### src/rtl/rob_alloc_ctrl.sv
// ROB allocation controller: packs valid submit lanes into consecutive ROB slots,
// tracks head/tail/occupancy and blocks rename during post-flush recovery.
// Optional macro ROB_ALLOC_CMT_BYPASS_EN lets same-cycle commits free room for allocation.
module rob_alloc_ctrl #(
  parameter int unsigned WIDTH          = 3,
  parameter int unsigned DEPTH          = 32,
  parameter int unsigned RECOVER_CYCLES = 2
) (
  input  logic                                  clock,
  input  logic                                  reset_n,
  input  logic [WIDTH-1:0]                      sub_valid,
  output logic                                  sub_ready,
  output logic [WIDTH-1:0]                      alloc_en,
  output logic [WIDTH-1:0][$clog2(DEPTH)-1:0]   alloc_idx,
  input  logic [$clog2(WIDTH+1)-1:0]            cmt_count,
  input  logic                                  flush,
  output logic [$clog2(DEPTH)-1:0]              head_idx,
  output logic [$clog2(DEPTH)-1:0]              tail_idx,
  output logic [$clog2(DEPTH+1)-1:0]            count,
  output logic                                  empty,
  output logic                                  full
);

  localparam int unsigned IW  = $clog2(DEPTH);
  localparam int unsigned CW  = $clog2(DEPTH + 1);
  localparam int unsigned NW  = $clog2(WIDTH + 1);
  localparam int unsigned CXW = CW + 1;
  localparam int unsigned RW  = (RECOVER_CYCLES > 1) ? $clog2(RECOVER_CYCLES) : 1;

  typedef enum logic [0:0] {
    RUN     = 1'b0,
    RECOVER = 1'b1
  } state_t;

  state_t          state_q, state_d;
  logic [RW-1:0]   rcnt_q, rcnt_d;
  logic [IW-1:0]   head_q, head_d;
  logic [IW-1:0]   tail_q, tail_d;
  logic [CW-1:0]   count_q, count_d;
  logic [NW-1:0]   acc;
  logic [NW-1:0]   nalloc;
  logic [CXW-1:0]  room;

  // State, recovery counter and pointer registers
  always_ff @(posedge clock or negedge reset_n) begin
    if (!reset_n) begin
      state_q <= RUN;
      rcnt_q  <= '0;
      head_q  <= '0;
      tail_q  <= '0;
      count_q <= '0;
    end else begin
      state_q <= state_d;
      rcnt_q  <= rcnt_d;
      head_q  <= head_d;
      tail_q  <= tail_d;
      count_q <= count_d;
    end
  end

  // Slot assignment, acceptance and next-state computation
  always_comb begin
    state_d   = state_q;
    rcnt_d    = rcnt_q;
    head_d    = head_q;
    tail_d    = tail_q;
    count_d   = count_q;
    sub_ready = 1'b0;
    nalloc    = '0;
    acc       = '0;
    alloc_idx = '0;

`ifdef ROB_ALLOC_CMT_BYPASS_EN
    room = CXW'(DEPTH) - CXW'(count_q) + CXW'(cmt_count);
`else
    room = CXW'(DEPTH) - CXW'(count_q);
`endif

    // Prefix popcount packs sparse valid lanes into consecutive slots
    for (int i = 0; i < int'(WIDTH); i++) begin
      alloc_idx[i] = tail_q + IW'(acc);
      acc          = acc + NW'(sub_valid[i]);
    end

    case (state_q)
      RUN: begin
        sub_ready = (room >= CXW'(WIDTH)) && !flush;
        nalloc    = sub_ready ? acc : '0;
        head_d    = head_q + IW'(cmt_count);
        tail_d    = tail_q + IW'(nalloc);
        count_d   = count_q + CW'(nalloc) - CW'(cmt_count);
      end
      RECOVER: begin
        if (rcnt_q == '0) state_d = RUN;
        else              rcnt_d  = rcnt_q - RW'(1);
      end
      default: state_d = RUN;
    endcase

    // Flush squashes everything behind the post-commit head
    if (flush) begin
      tail_d  = head_d;
      count_d = '0;
      state_d = RECOVER;
      rcnt_d  = RW'(RECOVER_CYCLES - 1);
    end
  end

  assign alloc_en = sub_valid & {WIDTH{sub_ready}};
  assign head_idx = head_q;
  assign tail_idx = tail_q;
  assign count    = count_q;
  assign empty    = (count_q == '0);
  assign full     = (count_q > CW'(DEPTH - WIDTH));

endmodule

### config.mk
export PLATFORM = sky130hd
export DESIGN_NAME = rob_alloc_ctrl
export DESIGN_NICKNAME = d
export VERILOG_FILES = /design/src/rtl/rob_alloc_ctrl.sv
export SDC_FILE = /design/constraint.sdc
export NUM_CORES = 1
export LEC_CHECK = 0
export BUFFER_PORTS_ARGS = -buffer_cell sky130_fd_sc_hd__buf_2
export CAP_MARGIN = 20
export CORE_ASPECT_RATIO = 0.75
export CORE_MARGIN = 10
export CORE_UTILIZATION = 40
export DETAILED_ROUTE_END_ITERATION = 10
export SLEW_MARGIN = 10
export SYNTH_ARGS = -nofsm -noshare
export SYNTH_HDL_FRONTEND = slang
export SYNTH_SLANG_ARGS = --single-unit
### constraint.sdc
create_clock -name clock -period 4.1 [get_ports clock]
set_input_delay 0.205 -clock clock [delete_from_list [all_inputs] [get_ports clock]]
set_output_delay 0.205 -clock clock [all_outputs]
set_load 0.02 [all_outputs]
==> results of run 1 <==
[worst max-delay path: stages, from the launching register on]
cell       delay, ps
dfrtp_1          440
inv_1            160
ha_1             170
nor4b_2          230
mux2_4           340
nor4_4           260
buf_4            180
or3_1            120
fa_1             400
inv_1            110
ha_1             230
a21o_1           180
a2111oi_2        340
xnor2_1          170
a21oi_1           80
[cells in the mapped netlist, types with 2 or more instances]
master     n
a21o_1     7
a21oi_1    8
buf_2      2
buf_4      5
clkbuf_1   5
dfrtp_1   18
fa_1       6
ha_1      24
inv_1     21
mux2_2     2
mux2i_1    4
nand2_1    9
nand3_1    3
nor2_1     5
nor2b_1    2
nor3_1     4
nor3b_1    4
nor4_1     3
o21ai_0    5
or3_1      2
xnor2_1    9
xor2_1     9
[power by group through the flow]
stage / logic (mW) / registers [mW] / clock network [mW]
floorplan: 0.539 / 0.375 / 0
global placement: 0.776 / 0.340 / 0
detailed placement: 0.780 / 0.341 / 0
CTS: 0.784 / 0.338 / 0.153
global route: 0.855 / 0.355 / 0.162
finish: 0.768 / 0.334 / 0.148
[cell families after synthesis]
group | after synthesis | synth area share (%)
adder cells (fa/ha/maj) | 30 | 25.6
XOR/XNOR | 18 | 9.60
buffers and inverters | 33 | 8.84
AO/OA/AOI/OAI | 25 | 9.98
flip-flops | 18 | 27.4
multiplexers | 7 | 4.72
AND/OR/NAND/NOR | 38 | 13.9
[metal layers]
| layer | global-route usage, % | up-vias |
|---|---|---|
| li1 | - | 636 |
| met1 | 13.6 | 573 |
| met2 | 15.5 | 27 |
| met3 | 3.64 | 2 |
| met4 | 1.51 | 0 |
| met5 | 0 | - |
[state kept, by name (all words and copies together), names as in the netlist]
| register | count |
|---|---|
| count | 6 |
| head_idx | 5 |
| rcnt_q | 1 |
| state_q | 1 |
| tail_idx | 5 |
[what timing repair did]
action | 4_1_cts | 5_1_grt
hold endpoints to repair | 18 | 0
endpoints found under the setup margin | 0 | 0
gates resized for setup | 0 | 0
hold buffers | 1 | 0
[metrics by stage]
stage / total power, mW / instance area (sq um) / cells / utilization [%]
2_1_floorplan: 0.914 / 1640 / 169 / -
3_3_place_gp: 1.12 / 1870 / 257 / 46.8
5_1_grt: 1.37 / 1940 / 262 / 48.4
4_1_cts: 1.27 / 1940 / 262 / 48.4
3_5_place_dp: 1.12 / 1870 / 257 / 46.8
6_report: 1.25 / 1940 / 262 / 48.4
[final cells by class]
| cell class | instances | area, sq um |
|---|---|---|
| Clock buffer | 4 | 55.1 |
| Fill cell | 385 | 2070 |
| Inverter | 21 | 78.8 |
| Multi-Input combinational cell | 118 | 1050 |
| Sequential cell | 18 | 450 |
| Tap cell | 55 | 68.8 |
| Timing Repair Buffer | 46 | 238 |
[worst max path at each step]
stage	startpoint	to	slack, ps	cells past startpoint
2_1_floorplan	count[4]	count[5]	650	13
4_1_cts	count[3]	count[5]	520	14
5_1_grt	count[3]	count[5]	340	14
3_3_place_gp	count[3]	count[5]	560	14
3_5_place_dp	count[3]	count[5]	540	14
6_report	count[3]	count[5]	550	14
==> results.cfg, run 1 <==
[status]
status = finished clean

[timing]
fin_crit_sh_pct = 86.5
skew_ps = 4.82
hold_slack_ps = 336
fin_tns_setup_ps = 0
period_minus_slack_ps = 3550
fin_ws_ps = 553
rsz0062_at_grt = no
final-setup-viol-count = 0
max_slew_margin_pct = 47.2
worst_pin_slew_ps = 792
hold_violations = 0
max_freq_mhz = 282
drv_slew = 0

[pwr]
comb_power_share_pct = 61.4
p_sw_mw = 0.622
p_seq_share_pct = 26.7
ir_drop_mv = 0.378
p_sw_share_pct = 49.7
leakagePower_nw = 1.02
power.density_mw_per_mm2 = 645
power_frac_clock_pct = 11.9
internal_power_mw = 0.628

[synth]
synth_area_sq_mm = 0.00164
postSynthCellCount = 169
synth_largest_area_cell = dfrtp_1
yosysTopAreaCellShare_pct = 27.4
synth-main-ff-cell = dfrtp_1
syn_area_per_cell_sq_um = 9.72
yosys-top-cells-area = dfrtp_1, ha_1, fa_1
synth_edf_count = 0
yosysWarnings = 0
syn_nets = 207
synthArstFlopShare_pct = 100
synth.distinct_cells = 34
ys_seq_area_share_pct = 27.4
synth_seq_cells = 18

[critical_path]
path_max_fanout = 8
r2r_slack_ps = 550
rr_worst_depth = 14
worstPathArrival_ps = 3690
timing.rr.end = count[5]
critical_path_class = register to register
r2r-start = count[3]
crit_required_ps = 4240
crit_path_end_kind = register
start_kind = register

[global_routing]
grt.overflow.total = 0
grt_pass1_vias = 1229
grtUsageTotal_pct = 10.1
antenna_found_initial = 0
grt_max_degree = 26
grt_pass1_wl_microns = 5810

[detailed_routing]
drt_iter0_drc = 39
vias_per_cell = 4.73
wl_met3_microns = 210
ant_nets = 0
drt_wl_total_microns = 3560
wl_met2_microns = 1580
routedWlPerCell_microns = 13.6
top_layer = met4
firstDrtPassIters = 4
dr_total_vias = 1238
drc = 0
met1_length_microns = 1750

[place]
place.port_buffers = 44
place.gp.congestion = 0.797
pre_cts_ws_ps = 544
dp_hpwl_microns = 2870

[cts]
numCtsBuffers = 3
cts-htree-levels = 1
cts_tree = built
post_cts.repair.setup_buffers = 0
path_clk_slew_ps = 70
clk_latency_ps = 260
cts_buffer_depth = 2
cts_root_buf = clkbuf_8
cts_sinks = 18

[hold_path]
whs_endpoint = head_idx[0]
min_path_cells = 3
hp-start = cmt_count[0]
hp-class = input port to register

[floorplanning]
fp.dieH_microns = 75.5
coreArea_sq_mm = 0.00400
initial_core_util_pct = 41.0
dieWidth_microns = 94
die_area_sq_mm = 0.00710
core.rowCount = 20
ios = 45

[finish]
final_common_cell = buf_2
nets = 246
final_cell_mix = buf_2, ha_1, inv_1
drive_above_1_share_pct = 26.6
syn_to_final_growth_pct = 18.0
diodes = 0

[run]
max_cap_violations = 0
Note: power is estimated with default switching activity, not from simulation.
==> run 2: changes to the inputs <==
--- a/config.mk
+++ b/config.mk
@@ -11,7 +11,9 @@
 export CORE_MARGIN = 10
 export CORE_UTILIZATION = 40
 export DETAILED_ROUTE_END_ITERATION = 10
-export SLEW_MARGIN = 10
+export REMOVE_ABC_BUFFERS = 1
+export SLEW_MARGIN = 5
 export SYNTH_ARGS = -nofsm -noshare
 export SYNTH_HDL_FRONTEND = slang
 export SYNTH_SLANG_ARGS = --single-unit
+export TNS_END_PERCENT = 50
==> run 2 against run 1 <==
Net effect: sequential share of layout area unchanged; power about the same; clock-buffer cell count unchanged; utilization unchanged; sequential cell count unchanged; combinational power about the same; via count increased by 1.1%; critical path depth unchanged; non-clock buffer count unchanged; critical endpoint unchanged.
==> results.cfg, run 2 (synthesis results as in run 1) <==
[cts]
cts_tree = built
path_clk_slew_ps = 80
cts-htree-levels = 1
cts_sinks = 18
numCtsBuffers = 3
cts_buffer_depth = 2
clk_latency_ps = 260
ctsResizeCount = 0
cts_root_buf = clkbuf_8

[timing]
worst_pin_slew_ps = 792
max_freq_mhz = 282
period_minus_slack_ps = 3550
fin_crit_sh_pct = 86.5
drv_slew = 0
max_slew_margin_pct = 47.2
hold_violations = 0
skew_ps = 6.44
rsz0062_at_grt = no
fin_tns_setup_ps = 0
final-setup-viol-count = 0

[floorplanning]
coreArea_sq_mm = 0.00400
fp.dieH_microns = 75.5
core.rowCount = 20
die_area_sq_mm = 0.00710
initial_core_util_pct = 41.0
dieWidth_microns = 94
ios = 45

[pwr]
ir_drop_mv = 0.320
power.density_mw_per_mm2 = 645
leakagePower_nw = 1.02

[global_routing]
grt_pass1_wl_microns = 6110
grt_pass1_vias = 1300
grt_max_degree = 26
grt.overflow.total = 0
grtUsageTotal_pct = 10.6
antenna_found_initial = 0

[critical_path]
r2r-start = count[3]
max_stage_delay_ps = 450
crit_family = adder cells
cp-startpoint = count[3]
path_max_fanout = 8
crit_path_end_kind = register
start_kind = register
cp_slowest_cell = dfrtp_1
crit_chain = inv_1 > ha_1 > nor4b_2 > mux2_4 > nor4_4 > buf_4 > or3_1 > fa_1 > inv_1 > ha_1 > a21o_1 > a2111oi_2 > xnor2_1 > a21oi_1
crit_buf_inv = 3
worstPathArrival_ps = 3690
crit_required_ps = 4250
critical_path_class = register to register

[finish]
largest_register_ffs = 6
final_core_util_pct = 48.4
syn_to_final_growth_pct = 18.0
nets = 246
drive_above_1_share_pct = 26.6
final_common_cell = buf_2
diodes = 0
design_area_sq_mm = 0.00194
final_cell_mix = buf_2, ha_1, inv_1

[run]
max_cap_violations = 0

[detailed_routing]
drc = 0
ant_nets = 0
dr_total_vias = 1252
drt_wl_total_microns = 3560
vias_per_cell = 4.78
routedWlPerCell_microns = 13.6
drt_iter0_drc = 52
firstDrtPassIters = 4

[place]
place.port_buffers = 44
dp_hpwl_microns = 2860
placed_cell_area_sq_mm = 0.00187
place.gp.congestion = 0.763

[status]
status = finished clean

[hold_path]
hp-class = input port to register
hp-start = cmt_count[0]
==> run 2: cell counts in the layout (fill, tap and decap cells not counted) <==
No cell type changed its count.
==> run 2: worst reg2reg max path: cells and delay by family, from the launching register on <==
family,cells,cell delay (ps)
adder cells (fa/ha/maj),3,810
buffers and inverters,3,460
AO/OA/AOI/OAI,3,600
flip-flops,1,450
multiplexers,1,340
XOR/XNOR,1,160
AND/OR/NAND/NOR,3,630
==> run 2: final timing paths <==
check | to | slack, ps | cells after the start
worst max-delay path | count[5] | 550 | 14
worst max register to register | count[5] | 550 | 14
min in group asynchronous | count[5] | 420 | 2
worst min-delay path | head_idx[0] | 330 | 3
worst min register to register | state_q | 480 | 1
max in group asynchronous | tail_idx[2] | 3370 | 2
==> run 2: final cells by class <==
class | count | area [sq um]
fillers | 418 | 2070
multi-input cells | 118 | 1050
flip-flops and latches | 18 | 450
repair buffers | 46 | 238
inverters | 21 | 78.8
well taps | 55 | 68.8
clock buffers | 4 | 55.1
==> run 2: where the power goes <==
| group | total (mW) | internal [mW] | switching (mW) |
|---|---|---|---|
| sequential | 0.333 | 0.236 | 0.0966 |
| combinational | 0.767 | 0.307 | 0.460 |
| clock | 0.150 | 0.0854 | 0.0647 |
| total | 1.25 | 0.628 | 0.621 |
==> run 2: what timing repair did <==
action	CTS	global route
hold buffers	1	0
setup buffers	0	0
hold endpoints to repair	18	0
==> run 2: layer usage <==
metal	wire length, microns	track usage, %	part of all wire [%]
met5	0	0	0
met4	13	1.68	0.36
met3	173	3.35	4.9
met2	1630	17.3	46
met1	1750	13.5	49
==> run 2: per-stage QoR <==
stage                     setup WS [ps]  std cells  hold WS (ps)  total power, mW
after floorplan                     648        157         -90.6            0.870
after global placement              545        257           179             1.12
after CTS                           528        262           336             1.27
final                               552        262           333             1.25
after global routing                264        262           366             1.37
after detailed placement            552        257           176             1.12
